File: config.mk
export PLATFORM = sky130hd
export DESIGN_NAME = mem_1r1w_fifo
export DESIGN_NICKNAME = d
export VERILOG_FILES = /design/src/rtl/mem_1r1w_fifo.sv
export SDC_FILE = /design/constraint.sdc
export NUM_CORES = 1
export LEC_CHECK = 0
export ABC_CLOCK_PERIOD_IN_PS = 6600
export BUFFER_PORTS_ARGS = -buffer_cell sky130_fd_sc_hd__buf_2
export CORE_MARGIN = 2
export CORE_UTILIZATION = 49
export CTS_CLUSTER_DIAMETER = 40
export CTS_CLUSTER_SIZE = 20
export DETAILED_ROUTE_END_ITERATION = 8
export PLACE_DENSITY = 0.77
export RECOVER_POWER = 25
export SYNTH_ARGS = -nofsm -noshare
export SYNTH_HDL_FRONTEND = slang
export SYNTH_SLANG_ARGS = --single-unit
File: constraint.sdc
create_clock -name clock -period 6.6 [get_ports clock]
set_clock_uncertainty 0.2 [all_clocks]
set_input_delay 0.33 -clock clock [delete_from_list [all_inputs] [get_ports clock]]
set_output_delay 0.33 -clock clock [all_outputs]
set_load 0.01 [all_outputs]
File: src/rtl/mem_1r1w_fifo.sv
// First-word-fall-through ready/valid FIFO built around an external 1R1W RAM
// with one cycle of registered read latency, hidden behind a 2-entry output buffer.
module mem_1r1w_fifo #(
    parameter int DEPTH       = 48,
    parameter int WIDTH       = 64,
    parameter int ADDR_WIDTH  = 6,
    parameter int COUNT_WIDTH = 6
) (
    input  logic                   clock,
    input  logic                   reset,
    input  logic                   enq_valid,
    output logic                   enq_ready,
    input  logic [WIDTH-1:0]       enq_bits,
    output logic                   deq_valid,
    input  logic                   deq_ready,
    output logic [WIDTH-1:0]       deq_bits,
    output logic [COUNT_WIDTH-1:0] count,
    output logic [ADDR_WIDTH-1:0]  mem_W0_addr,
    output logic                   mem_W0_en,
    output logic [WIDTH-1:0]       mem_W0_data,
    output logic [ADDR_WIDTH-1:0]  mem_R0_addr,
    output logic                   mem_R0_en,
    input  logic [WIDTH-1:0]       mem_R0_data
);

    localparam logic [ADDR_WIDTH-1:0]  LAST_PTR = ADDR_WIDTH'(DEPTH - 1);
    localparam logic [COUNT_WIDTH-1:0] DEPTH_C  = COUNT_WIDTH'(DEPTH);

    logic [ADDR_WIDTH-1:0]  wptr_q, wptr_d;
    logic [ADDR_WIDTH-1:0]  rptr_q, rptr_d;
    logic [COUNT_WIDTH-1:0] mem_cnt_q, mem_cnt_d;
    logic                   inflight_q, inflight_d;
    logic [1:0]             buf_cnt_q, buf_cnt_d;
    logic [WIDTH-1:0]       buf0_q, buf0_d;
    logic [WIDTH-1:0]       buf1_q, buf1_d;

    logic                   enq_fire_s;
    logic                   deq_fire_s;
    logic                   rd_s;
    logic [2:0]             occ_s;
    logic [1:0]             buf_cnt_shift_s;
    logic [COUNT_WIDTH-1:0] count_s;

    assign count_s     = mem_cnt_q + COUNT_WIDTH'(inflight_q) + COUNT_WIDTH'(buf_cnt_q);
    assign count       = count_s;
    assign enq_ready   = (count_s < DEPTH_C);
    assign deq_valid   = (buf_cnt_q != 2'd0);
    assign deq_bits    = buf0_q;
    assign mem_W0_addr = wptr_q;
    assign mem_W0_data = enq_bits;
    assign mem_W0_en   = enq_fire_s;
    assign mem_R0_addr = rptr_q;
    assign mem_R0_en   = rd_s;

    // Handshakes, read issue, pointer/counter updates and output buffer refill.
    always_comb begin
        enq_fire_s      = enq_valid & enq_ready & ~reset;
        deq_fire_s      = deq_valid & deq_ready;
        // Occupancy the buffer would have next cycle without a new read.
        occ_s           = {1'b0, buf_cnt_q} + {2'b00, inflight_q} - {2'b00, deq_fire_s};
        rd_s            = ~reset & (mem_cnt_q != {COUNT_WIDTH{1'b0}}) & (occ_s <= 3'd1);

        wptr_d          = wptr_q;
        rptr_d          = rptr_q;
        mem_cnt_d       = mem_cnt_q + COUNT_WIDTH'(enq_fire_s) - COUNT_WIDTH'(rd_s);
        inflight_d      = rd_s;
        buf0_d          = buf0_q;
        buf1_d          = buf1_q;
        buf_cnt_shift_s = buf_cnt_q - {1'b0, deq_fire_s};
        buf_cnt_d       = buf_cnt_shift_s;

        if (enq_fire_s) begin
            wptr_d = (wptr_q == LAST_PTR) ? {ADDR_WIDTH{1'b0}} : wptr_q + {{(ADDR_WIDTH-1){1'b0}}, 1'b1};
        end else begin
            wptr_d = wptr_q;
        end

        if (rd_s) begin
            rptr_d = (rptr_q == LAST_PTR) ? {ADDR_WIDTH{1'b0}} : rptr_q + {{(ADDR_WIDTH-1){1'b0}}, 1'b1};
        end else begin
            rptr_d = rptr_q;
        end

        if (deq_fire_s) begin
            buf0_d = buf1_q;
        end else begin
            buf0_d = buf0_q;
        end

        // Returning RAM data lands in the first slot left free after the shift.
        if (inflight_q) begin
            if (buf_cnt_shift_s == 2'd0) begin
                buf0_d = mem_R0_data;
            end else begin
                buf1_d = mem_R0_data;
            end
            buf_cnt_d = buf_cnt_shift_s + 2'd1;
        end else begin
            buf_cnt_d = buf_cnt_shift_s;
        end
    end

    // State registers; reset discards contents and drops any read in flight.
    always_ff @(posedge clock or posedge reset) begin
        if (reset) begin
            wptr_q     <= {ADDR_WIDTH{1'b0}};
            rptr_q     <= {ADDR_WIDTH{1'b0}};
            mem_cnt_q  <= {COUNT_WIDTH{1'b0}};
            inflight_q <= 1'b0;
            buf_cnt_q  <= 2'd0;
            buf0_q     <= {WIDTH{1'b0}};
            buf1_q     <= {WIDTH{1'b0}};
        end else begin
            wptr_q     <= wptr_d;
            rptr_q     <= rptr_d;
            mem_cnt_q  <= mem_cnt_d;
            inflight_q <= inflight_d;
            buf_cnt_q  <= buf_cnt_d;
            buf0_q     <= buf0_d;
            buf1_q     <= buf1_d;
        end
    end

endmodule

; Word level (Yosys, flattened, before mapping)
; Index checks and enable logic that the tools add are counted.
[totals]
register_bits = 149
output_inout_bits = 150
in_bits = 132
[op_classes]
addsub = 10
bitwise_logic = 7
magnitude_cmp = 2
reduce_logical = 4
mux = 6
n_eq_ne = 2
[op_table]
columns = cell, count
row1 = 64-bit two-way mux, 3
row2 = 6-bit by 1-bit adder with 6-bit output, 2
row3 = 6-bit by 1-bit adder with 6-bit output (second input constant), 2
row4 = 6-bit equality test (second input constant), 2
row5 = 6-bit two-way mux, 2
row6 = 6-bit by 2-bit adder with 6-bit output, 1
row7 = 6-bit < comparator (second input constant), 1
row8 = 6-bit nonzero test, 1
row9 = 6-bit by 1-bit subtractor with 6-bit output, 1
row10 = 1-bit bitwise AND, 5
row11 = 2-bit by 1-bit adder with 3-bit output, 1
row12 = 3-bit by 1-bit <= comparator with 1-bit output (second input constant), 1
row13 = 3-bit by 1-bit subtractor with 3-bit output, 1
row14 = 2-bit by 1-bit adder with 2-bit output (second input constant), 1
row15 = 2-bit zero test, 1
row16 = 2-bit two-way mux, 1
row17 = 1-bit NOT, 2
row18 = 2-bit AND reduction, 1
row19 = 2-bit nonzero test, 1
row20 = 2-bit by 1-bit subtractor with 2-bit output, 1

; Logic depth before layout (Yosys ltp)
; Gate-level depths: netlist of the first run.
[logic_depth]
ltp_word = 7
ltp_mapped = 17

; Worst setup path before layout of the first run
; Ideal clock, no wire load.
[synth_path]
path_kind = input-to-reg
from = in reset
to = reg mem_cnt_q[5]
slack_ps = 283
arrival_time_ps = 6038
cell_stages = 11
required_ps = 6321
n_path_buf = 0
cell_sequence = inv_1 nand4_1 inv_1 ha_1 inv_1 ha_1 a21o_1 a21oi_1 o21bai_1 a21oi_1 xor2_1
[synth_via]
elab_chain_len = 4
word_cells_on_any_way = 6
classes_between = add/sub (2) / bitwise (4)
[synth_lines]
columns = item, line_no
row1 = start: declaration, 10  ; input logic reset,
row2 = 1-bit NOT, 61  ; rd_s = ~reset & (mem_cnt_q != {COUNT_WIDTH{1'b0}}) & (occ_s <= 3'd1);
row3 = 1-bit bitwise AND (2 in a row), 61
row4 = via mem_R0_en, 22  ; output logic mem_R0_en,
row5 = 6-bit by 1-bit subtractor with 6-bit output, 65  ; mem_cnt_d = mem_cnt_q + COUNT_WIDTH'(enq_fire_s) - COUNT_WIDTH'(rd_s);
row6 = via mem_cnt_d[5], 31  ; logic [COUNT_WIDTH-1:0] mem_cnt_q, mem_cnt_d;
row7 = end signal: assignment, 108  ; mem_cnt_q <= {COUNT_WIDTH{1'b0}};
row8 = end signal: assignment, 116  ; mem_cnt_q <= mem_cnt_d;
row9 = end: declaration, 31
; The timed path passes the listed nets, and every way through them passes these cells.
; A chain may end at the register's enable or synchronous reset.

; Final worst setup path of the first run
[layout_path]
from = reg buf_cnt_q[1]
to = reg mem_cnt_q[5]
[layout_via]
elab_chain_len = 6
word_cells_on_any_way = 12
classes_between = add/sub (5) / order compare (2) / bitwise (4) / reduce/logical (1)
[layout_lines]
columns = item, line_no
row1 = start: declaration, 33  ; logic [1:0] buf_cnt_q, buf_cnt_d;
row2 = start signal: assignment, 118  ; buf_cnt_q <= buf_cnt_d;
row3 = 6-bit by 2-bit adder with 6-bit output / 2-bit nonzero test (equally long branches), "44, 47"
row4 = 6-bit < comparator / 1-bit bitwise AND (equally long branches), "46, 58"
row5 = 1-bit bitwise AND / 3-bit by 1-bit subtractor with 3-bit output (equally long branches), "57, 60"
row6 = 1-bit bitwise AND / 3-bit by 1-bit <= comparator with 1-bit output (equally long branches), "57, 61"
row7 = 6-bit by 1-bit adder with 6-bit output / 1-bit bitwise AND (equally long branches), "65, 61"
row8 = 6-bit by 1-bit subtractor with 6-bit output (*), 65
row9 = via mem_cnt_d[5], 31
; Mark *: on every way through the listed nets, which the timed path passes. The rest lies on a longest branch.

==> run_summary.xml, run 1 <==
<?xml version="1.0" encoding="UTF-8"?>
<metrics>
  <group name="outcome">
    <metric name="status" unit="">finished, final reports clean</metric>
  </group>
  <group name="synth">
    <metric name="netlist_area" unit="mm²">0.007106</metric>
    <metric name="synthesis.yosys.warnings" unit="">0</metric>
    <metric name="synth-seq-area-share" unit="">0.5247</metric>
    <metric name="syn-instance-count" unit="">611</metric>
    <metric name="yosys_most_used_dff" unit="">dfrtp_1</metric>
    <metric name="number_of_unique_standard_cell_types_used_by_synthesis" unit="">36</metric>
    <metric name="synth-edff-count" unit="">0</metric>
    <metric name="syn_avg_cell_area" unit="µm²">11.63</metric>
    <metric name="ys_async_sr_fraction" unit="">1.000</metric>
    <metric name="synth_seq_cells" unit="">149</metric>
    <metric name="mappedNetlistNets" unit="">763</metric>
  </group>
  <group name="finish">
    <metric name="nets" unit="">914</metric>
    <metric name="count_of_inserted_antenna_diode_cells" unit="">0</metric>
    <metric name="synth_to_layout_area_growth" unit="%">23.98</metric>
    <metric name="fraction_of_final_layout_cells_with_drive_strength_greater_than_1" unit="">0.3333</metric>
    <metric name="stdcell_area" unit="mm²">0.008810</metric>
    <metric name="fill_cells" unit="">1122</metric>
    <metric name="mostFrequentLayoutCells" unit="">dfrtp_1 (149), buf_2 (149), nand2_1 (71)</metric>
  </group>
  <group name="sta">
    <metric name="finalHoldViolCount" unit="">0</metric>
    <metric name="finalCritPeriodShare" unit="">0.5919</metric>
    <metric name="fin_tns_setup" unit="ps">0</metric>
    <metric name="max_clock_freq" unit="MHz">256.0</metric>
    <metric name="maxSlewHeadroom" unit="">0.2058</metric>
    <metric name="setup_viol_count_final" unit="">0</metric>
    <metric name="worstMarginPinSlew" unit="ps">1191</metric>
    <metric name="timing.final.max_slew_violations" unit="">0</metric>
    <metric name="finalCriticalPeriod" unit="ps">3906</metric>
    <metric name="grt_setup_unrepaired" unit="">no</metric>
  </group>
  <group name="clock_network">
    <metric name="tritoncts" unit="">yes</metric>
    <metric name="clk_latency" unit="ps">420</metric>
    <metric name="numCtsBuffers" unit="">17</metric>
    <metric name="path_clk_slew" unit="ps">60</metric>
    <metric name="clockRootBuffer" unit="">clkbuf_16</metric>
    <metric name="htree_num_levels" unit="">4</metric>
    <metric name="clock-sinks" unit="">149</metric>
    <metric name="post_cts_buffers" unit="">0</metric>
    <metric name="ctsLongestPathBuffers" unit="">2</metric>
  </group>
  <group name="grt">
    <metric name="grt_start_max_net_pins" unit="">129</metric>
    <metric name="grt_overflow_total" unit="">0</metric>
    <metric name="grt_util_all_layers" unit="">0.2029</metric>
    <metric name="initial_antenna_violation_count" unit="">0</metric>
    <metric name="vias_in_the_first_global_route" unit="">5308</metric>
    <metric name="wire_length_of_the_first_global_routing_pass" unit="µm">25560</metric>
  </group>
  <group name="critical_path">
    <metric name="cp-startpoint" unit="">buf_cnt_q[1]</metric>
    <metric name="crit_required" unit="ps">6730</metric>
    <metric name="worst_r2r_startpoint" unit="">buf_cnt_q[1]</metric>
    <metric name="worstSetupPathType" unit="">register to register</metric>
    <metric name="setup.worst_path.start_class" unit="">register</metric>
    <metric name="critPathMaxFanout" unit="">9</metric>
    <metric name="worstSetupEndpointType" unit="">register</metric>
    <metric name="timing.critical_path.arrival" unit="ps">4040</metric>
  </group>
  <group name="flow_run">
    <metric name="cap_viol_max_count" unit="">0</metric>
  </group>
  <group name="detailed_routing">
    <metric name="wire_per_inst" unit="µm">16.02</metric>
    <metric name="wl_met3" unit="µm">984</metric>
    <metric name="detail-route-antenna-nets" unit="">0</metric>
    <metric name="dr.first_iter.drc_count" unit="">287</metric>
    <metric name="avgViaCountPerCell" unit="">5.244</metric>
    <metric name="routedLengthMet1" unit="µm">6571</metric>
    <metric name="drc_violation_count_after_routing" unit="">0</metric>
    <metric name="route.met2.wl" unit="µm">7423</metric>
    <metric name="topRoutingLayerUsed" unit="">met4</metric>
    <metric name="wirelength" unit="µm">15340</metric>
    <metric name="first_pass_iters" unit="">4</metric>
    <metric name="routed-via-count" unit="">5024</metric>
  </group>
  <group name="power">
    <metric name="peakVddDrop" unit="V">0.0005544</metric>
    <metric name="leakage" unit="µW">0.004216</metric>
    <metric name="pwr_density_cell" unit="mW/mm²">497.4</metric>
  </group>
  <group name="die">
    <metric name="chipWidth" unit="µm">124.4</metric>
    <metric name="io_pins" unit="">282</metric>
    <metric name="initial_utilization" unit="">0.4945</metric>
    <metric name="floorplan.rows" unit="">44</metric>
    <metric name="dieArea" unit="mm²">0.01548</metric>
    <metric name="core_area" unit="mm²">0.01437</metric>
    <metric name="fp.dieH" unit="µm">124.4</metric>
  </group>
  <group name="placement">
    <metric name="dp.final_hpwl" unit="µm">9672</metric>
    <metric name="place.port_buffers" unit="">153</metric>
    <metric name="placement.cell_area" unit="mm²">0.007553</metric>
    <metric name="gpl.final_weighted_congestion" unit="">0.8066</metric>
  </group>
  <group name="min_path">
    <metric name="hold_path_class" unit="">input pin to register</metric>
    <metric name="hp-start" unit="">enq_valid</metric>
  </group>
</metrics>
-- what timing repair did --
| action | in CTS | in global routing |
|---|---|---|
| hold buffers | 65 | 0 |
| resized for setup | 0 | 0 |
| endpoints found under the hold margin | 172 | 0 |
-- cells by family after synthesis --
logic type | after synthesis | synth area share
DFF | 149 | 0.5247
muxes | 132 | 0.1979
buffers and inverters | 112 | 0.09544
and+or+nand+nor | 100 | 0.06110
AOI/OAI and AO/OA | 87 | 0.06779
adders and majority gates | 20 | 0.03944
xor gates and xnor gates | 11 | 0.01356
-- cells in the mapped netlist (all sizes together), types with 5 or more instances --
library cell  number  area, µm²
nor2               5      21.27
mux2              68      765.7
dfrtp            149       3729
nand2             72      272.8
inv               22      82.58
nand3              7      35.03
buf               78      550.5
xnor2              5      43.79
xor2               6      52.55
o21ai             70      350.3
clkbuf            12      45.04
ha                16      200.2
mux2i             64      640.6
-- where the power goes --
part | leakage (µW) | switching [µW] | total [µW] | internal (µW)
Sequential | 0.00176 | 289 | 1680 | 1390
Clock | 0.000303 | 356 | 988 | 632
Combinational | 0.00215 | 879 | 1710 | 831
Total | 0.00422 | 1520 | 4380 | 2860
-- area by class of cell --
type | instances | area, µm² | area share
clock buffers | 23 | 488.0 | 0.05539
clock inverters | 8 | 122.6 | 0.01392
inverters | 22 | 87.58 | 0.009942
multi-input cells | 350 | 2711 | 0.3078
flip-flops and latches | 149 | 3729 | 0.4232
well taps | 184 | 230.2 | 0.02613
repair buffers | 222 | 1441 | 0.1636
-- metrics by stage --
step / hold slack [ps] / power, µW / setup slack (ps) / cells / utilization
after global routing: 170.7 / 4691 / 2336 / 958 / 0.6131
after CTS: 125.6 / 4411 / 2730 / 958 / 0.6135
final: 160.1 / 4382 / 2694 / 958 / 0.6131
after detailed placement: 195.6 / 3376 / 2736 / 862 / 0.5257
after global placement: 183.6 / 3250 / 2991 / 862 / 0.5257
after floorplan: 246.8 / 2813 / 282.8 / 611 / -
-- routing by layer --
| layer | GRT usage | vias up |
|---|---|---|
| met5 | 0 | - |
| met4 | 0.08262 | 0 |
| met3 | 0.06314 | 40 |
| met2 | 0.3337 | 186 |
| met1 | 0.2491 | 2481 |
| li1 | - | 2317 |
-- final timing paths --
path | endpoint | slack (ps) | depth (start not counted)
max in group asynchronous | buf1_q[17] | 4850 | 4
max reg2reg | mem_cnt_q[5] | 2690 | 16
min reg2reg | buf1_q[34] | 300 | 1
max | mem_cnt_q[5] | 2690 | 16
min | mem_W0_addr[5] | 160 | 4
min in group asynchronous | deq_bits[49] | 320 | 3
-- critical path, cell delays in order (launching register included) --
cell	delay, ps
dfrtp_1	490
nand3_1	160
o21ai_0	190
ha_1	230
inv_1	50
fa_1	370
xnor2_1	140
nand4_1	280
inv_1	260
ha_1	180
inv_1	70
ha_1	280
a21o_1	160
a21oi_1	290
o21bai_1	130
a21oi_1	190
xor2_1	170
-- state kept, by name (all words and copies together) (netlist names) --
register,flops
inflight_q,1
mem_cnt_q,6
mem_R0_addr,6
buf1_q,64
deq_bits,64
mem_W0_addr,6
buf_cnt_q,2
Power figures use the tool's default switching activity.
==> run 2, diff against run 1 <==
--- a/config.mk
+++ b/config.mk
@@ -5,7 +5,7 @@
 export SDC_FILE = /design/constraint.sdc
 export NUM_CORES = 1
 export LEC_CHECK = 0
-export ABC_CLOCK_PERIOD_IN_PS = 6600
+export ABC_CLOCK_PERIOD_IN_PS = 3600
 export BUFFER_PORTS_ARGS = -buffer_cell sky130_fd_sc_hd__buf_2
 export CORE_MARGIN = 2
 export CORE_UTILIZATION = 49
==> constraint.sdc (replaced) <==
create_clock -name clock -period 3.6 [get_ports clock]
set_clock_uncertainty 0.2 [all_clocks]
set_input_delay 0.18 -clock clock [delete_from_list [all_inputs] [get_ports clock]]
set_output_delay 0.18 -clock clock [all_outputs]
set_load 0.01 [all_outputs]
==> run_summary.xml, run 2 (same netlist as run 1, synthesis figures left out) <==
<?xml version="1.0" encoding="UTF-8"?>
<metrics>
  <group name="outcome">
    <metric name="status" unit="">finished, final reports clean</metric>
  </group>
  <group name="critical_path">
    <metric name="worstSetupEndpointType" unit="">register</metric>
    <metric name="regToRegEndpoint" unit="">mem_cnt_q[5]</metric>
    <metric name="timing.critical_path.arrival" unit="ps">3530</metric>
    <metric name="crit_end" unit="">mem_cnt_q[5]</metric>
    <metric name="r2r_slack" unit="ps">200</metric>
    <metric name="worst_r2r_startpoint" unit="">buf_cnt_q[0]</metric>
    <metric name="crit_required" unit="ps">3730</metric>
    <metric name="critPathMaxFanout" unit="">4</metric>
    <metric name="worstSetupPathType" unit="">register to register</metric>
    <metric name="timing.reg2reg.worst_path_depth" unit="">17</metric>
    <metric name="setup.worst_path.start_class" unit="">register</metric>
    <metric name="cp-startpoint" unit="">buf_cnt_q[0]</metric>
  </group>
  <group name="grt">
    <metric name="grt_start_max_net_pins" unit="">78</metric>
    <metric name="initial_antenna_violation_count" unit="">0</metric>
    <metric name="grt_util_all_layers" unit="">0.2084</metric>
    <metric name="grt_overflow_total" unit="">0</metric>
    <metric name="vias_in_the_first_global_route" unit="">5366</metric>
    <metric name="wire_length_of_the_first_global_routing_pass" unit="µm">26160</metric>
  </group>
  <group name="detailed_routing">
    <metric name="routed-via-count" unit="">4996</metric>
    <metric name="first_pass_iters" unit="">4</metric>
    <metric name="wire_per_inst" unit="µm">16.29</metric>
    <metric name="wirelength" unit="µm">15720</metric>
    <metric name="avgViaCountPerCell" unit="">5.177</metric>
    <metric name="drc_violation_count_after_routing" unit="">0</metric>
    <metric name="dr.first_iter.drc_count" unit="">273</metric>
    <metric name="detail-route-antenna-nets" unit="">0</metric>
  </group>
  <group name="sta">
    <metric name="setup_viol_count_final" unit="">0</metric>
    <metric name="finalCriticalPeriod" unit="ps">3399</metric>
    <metric name="max_clock_freq" unit="MHz">294.2</metric>
    <metric name="timing.final.max_slew_violations" unit="">0</metric>
    <metric name="finalHoldViolCount" unit="">0</metric>
    <metric name="maxSlewHeadroom" unit="">0.1936</metric>
    <metric name="finalCritPeriodShare" unit="">0.9441</metric>
    <metric name="worstMarginPinSlew" unit="ps">1210</metric>
    <metric name="final.setup.worst_slack" unit="ps">201.4</metric>
  </group>
  <group name="die">
    <metric name="fp.dieH" unit="µm">124.4</metric>
    <metric name="core_area" unit="mm²">0.01437</metric>
    <metric name="io_pins" unit="">282</metric>
    <metric name="floorplan.rows" unit="">44</metric>
    <metric name="dieArea" unit="mm²">0.01548</metric>
    <metric name="initial_utilization" unit="">0.4945</metric>
    <metric name="chipWidth" unit="µm">124.4</metric>
  </group>
  <group name="min_path">
    <metric name="hold_path_class" unit="">input pin to async pin</metric>
  </group>
  <group name="clock_network">
    <metric name="tritoncts" unit="">yes</metric>
    <metric name="clock-sinks" unit="">149</metric>
    <metric name="htree_num_levels" unit="">4</metric>
    <metric name="path_clk_slew" unit="ps">60</metric>
    <metric name="ctsLongestPathBuffers" unit="">2</metric>
    <metric name="clk_latency" unit="ps">420</metric>
    <metric name="clockRootBuffer" unit="">clkbuf_16</metric>
    <metric name="numCtsBuffers" unit="">17</metric>
  </group>
  <group name="finish">
    <metric name="fraction_of_final_layout_cells_with_drive_strength_greater_than_1" unit="">0.3393</metric>
    <metric name="mostFrequentLayoutCells" unit="">dfrtp_1 (148), buf_2 (140), nand2_1 (71)</metric>
    <metric name="area.sequential" unit="mm²">0.003730</metric>
    <metric name="most_common_cell_after_layout_fill_and_taps_aside" unit="">dfrtp_1</metric>
    <metric name="count_of_inserted_antenna_diode_cells" unit="">0</metric>
    <metric name="multi_input_comb_area" unit="mm²">0.002754</metric>
    <metric name="synth_to_layout_area_growth" unit="%">25.96</metric>
    <metric name="fill_cells" unit="">1083</metric>
    <metric name="finalCoreUtilization" unit="">0.6229</metric>
    <metric name="nets" unit="">920</metric>
    <metric name="stdcell_area" unit="mm²">0.008950</metric>
  </group>
  <group name="power">
    <metric name="leakage" unit="µW">0.004219</metric>
    <metric name="pwr_density_cell" unit="mW/mm²">917.1</metric>
    <metric name="peakVddDrop" unit="V">0.0007775</metric>
  </group>
  <group name="placement">
    <metric name="gpl.final_weighted_congestion" unit="">0.8344</metric>
    <metric name="place.port_buffers" unit="">153</metric>
    <metric name="placement.cell_area" unit="mm²">0.007650</metric>
    <metric name="dp.final_hpwl" unit="µm">10060</metric>
    <metric name="post-place-ws" unit="ps">26.65</metric>
  </group>
  <group name="flow_run">
    <metric name="cap_viol_max_count" unit="">0</metric>
  </group>
</metrics>
==> run 2: cell count changes in the layout (fill, tap and decap cells not counted), sizes merged <==
cell | before | now
buf | 153 | 147
clkbuf | 27 | 33
clkinvlp | 0 | 4
dlygate4sd3 | 65 | 67
bufinv | 3 | 4
clkinv | 5 | 6
inv | 22 | 21
==> run 2: layer usage <==
metal,up-vias,wire length [µm],global-route usage
met4,0,250,0.06808
li1,2341,-,-
met5,-,0,0
met1,2451,6725,0.2579
met2,171,7752,0.3478
met3,33,990,0.06615
==> run 2: cell type report <==
type	instances	area share
Sequential cell	149	0.4167
Inverter	22	0.009926
Clock inverter	13	0.02013
Multi-Input combinational cell	350	0.3077
Timing Repair Buffer	228	0.1692
Tap cell	184	0.02572
Clock buffer	19	0.05061
==> run 2: per-stage QoR <==
stage | power, µW | cells | setup TNS [ps] | hold WS, ps
2_1_floorplan | 5209 | 611 | -7397 | 96.84
3_3_place_gp | 6048 | 865 | 0 | -12.50
3_5_place_dp | 6277 | 865 | 0 | -3.946
4_1_cts | 8235 | 963 | 0 | 38.69
5_1_grt | 8751 | 965 | -0.9277 | 160.0
6_report | 8208 | 965 | 0 | 129.8
==> run 2: critical path, cell delays in order (launching register included) <==
cell      delay, ps
dfrtp_1         360
inv_1           140
nand3_1         170
o21ai_2         130
ha_1            180
inv_1            50
fa_1            380
xnor2_1         160
nand4_1         160
inv_2           120
ha_4            120
inv_1            50
ha_1            270
a21o_1          170
a21oi_2         160
o21bai_1        100
a21oi_2         190
xor2_1          180
==> run 2: power breakdown <==
part / internal, µW / total (µW) / leakage, µW / switching [µW]
combinational: 1570 / 3240 / 0.00215 / 1670
sequential: 2560 / 3090 / 0.00176 / 535
clock: 1190 / 1880 / 0.000305 / 682
==> run 2: worst min path at each step <==
stage	slack, ps	end	cells after the start
after floorplan	100	deq_bits[0]	2
after global placement	-10	buf1_q[24]	2
after detailed placement	-4	deq_bits[24]	2
after CTS	40	buf_cnt_q[0]	3
after global routing	160	buf1_q[17]	3
final	130	buf1_q[17]	3
==> run 2: repair_timing <==
action	in CTS	in global routing
resized for setup	0	4
hold buffers	66	1
endpoints found under the hold margin	163	1
endpoints found under the setup margin	0	2
buffers inserted	0	1
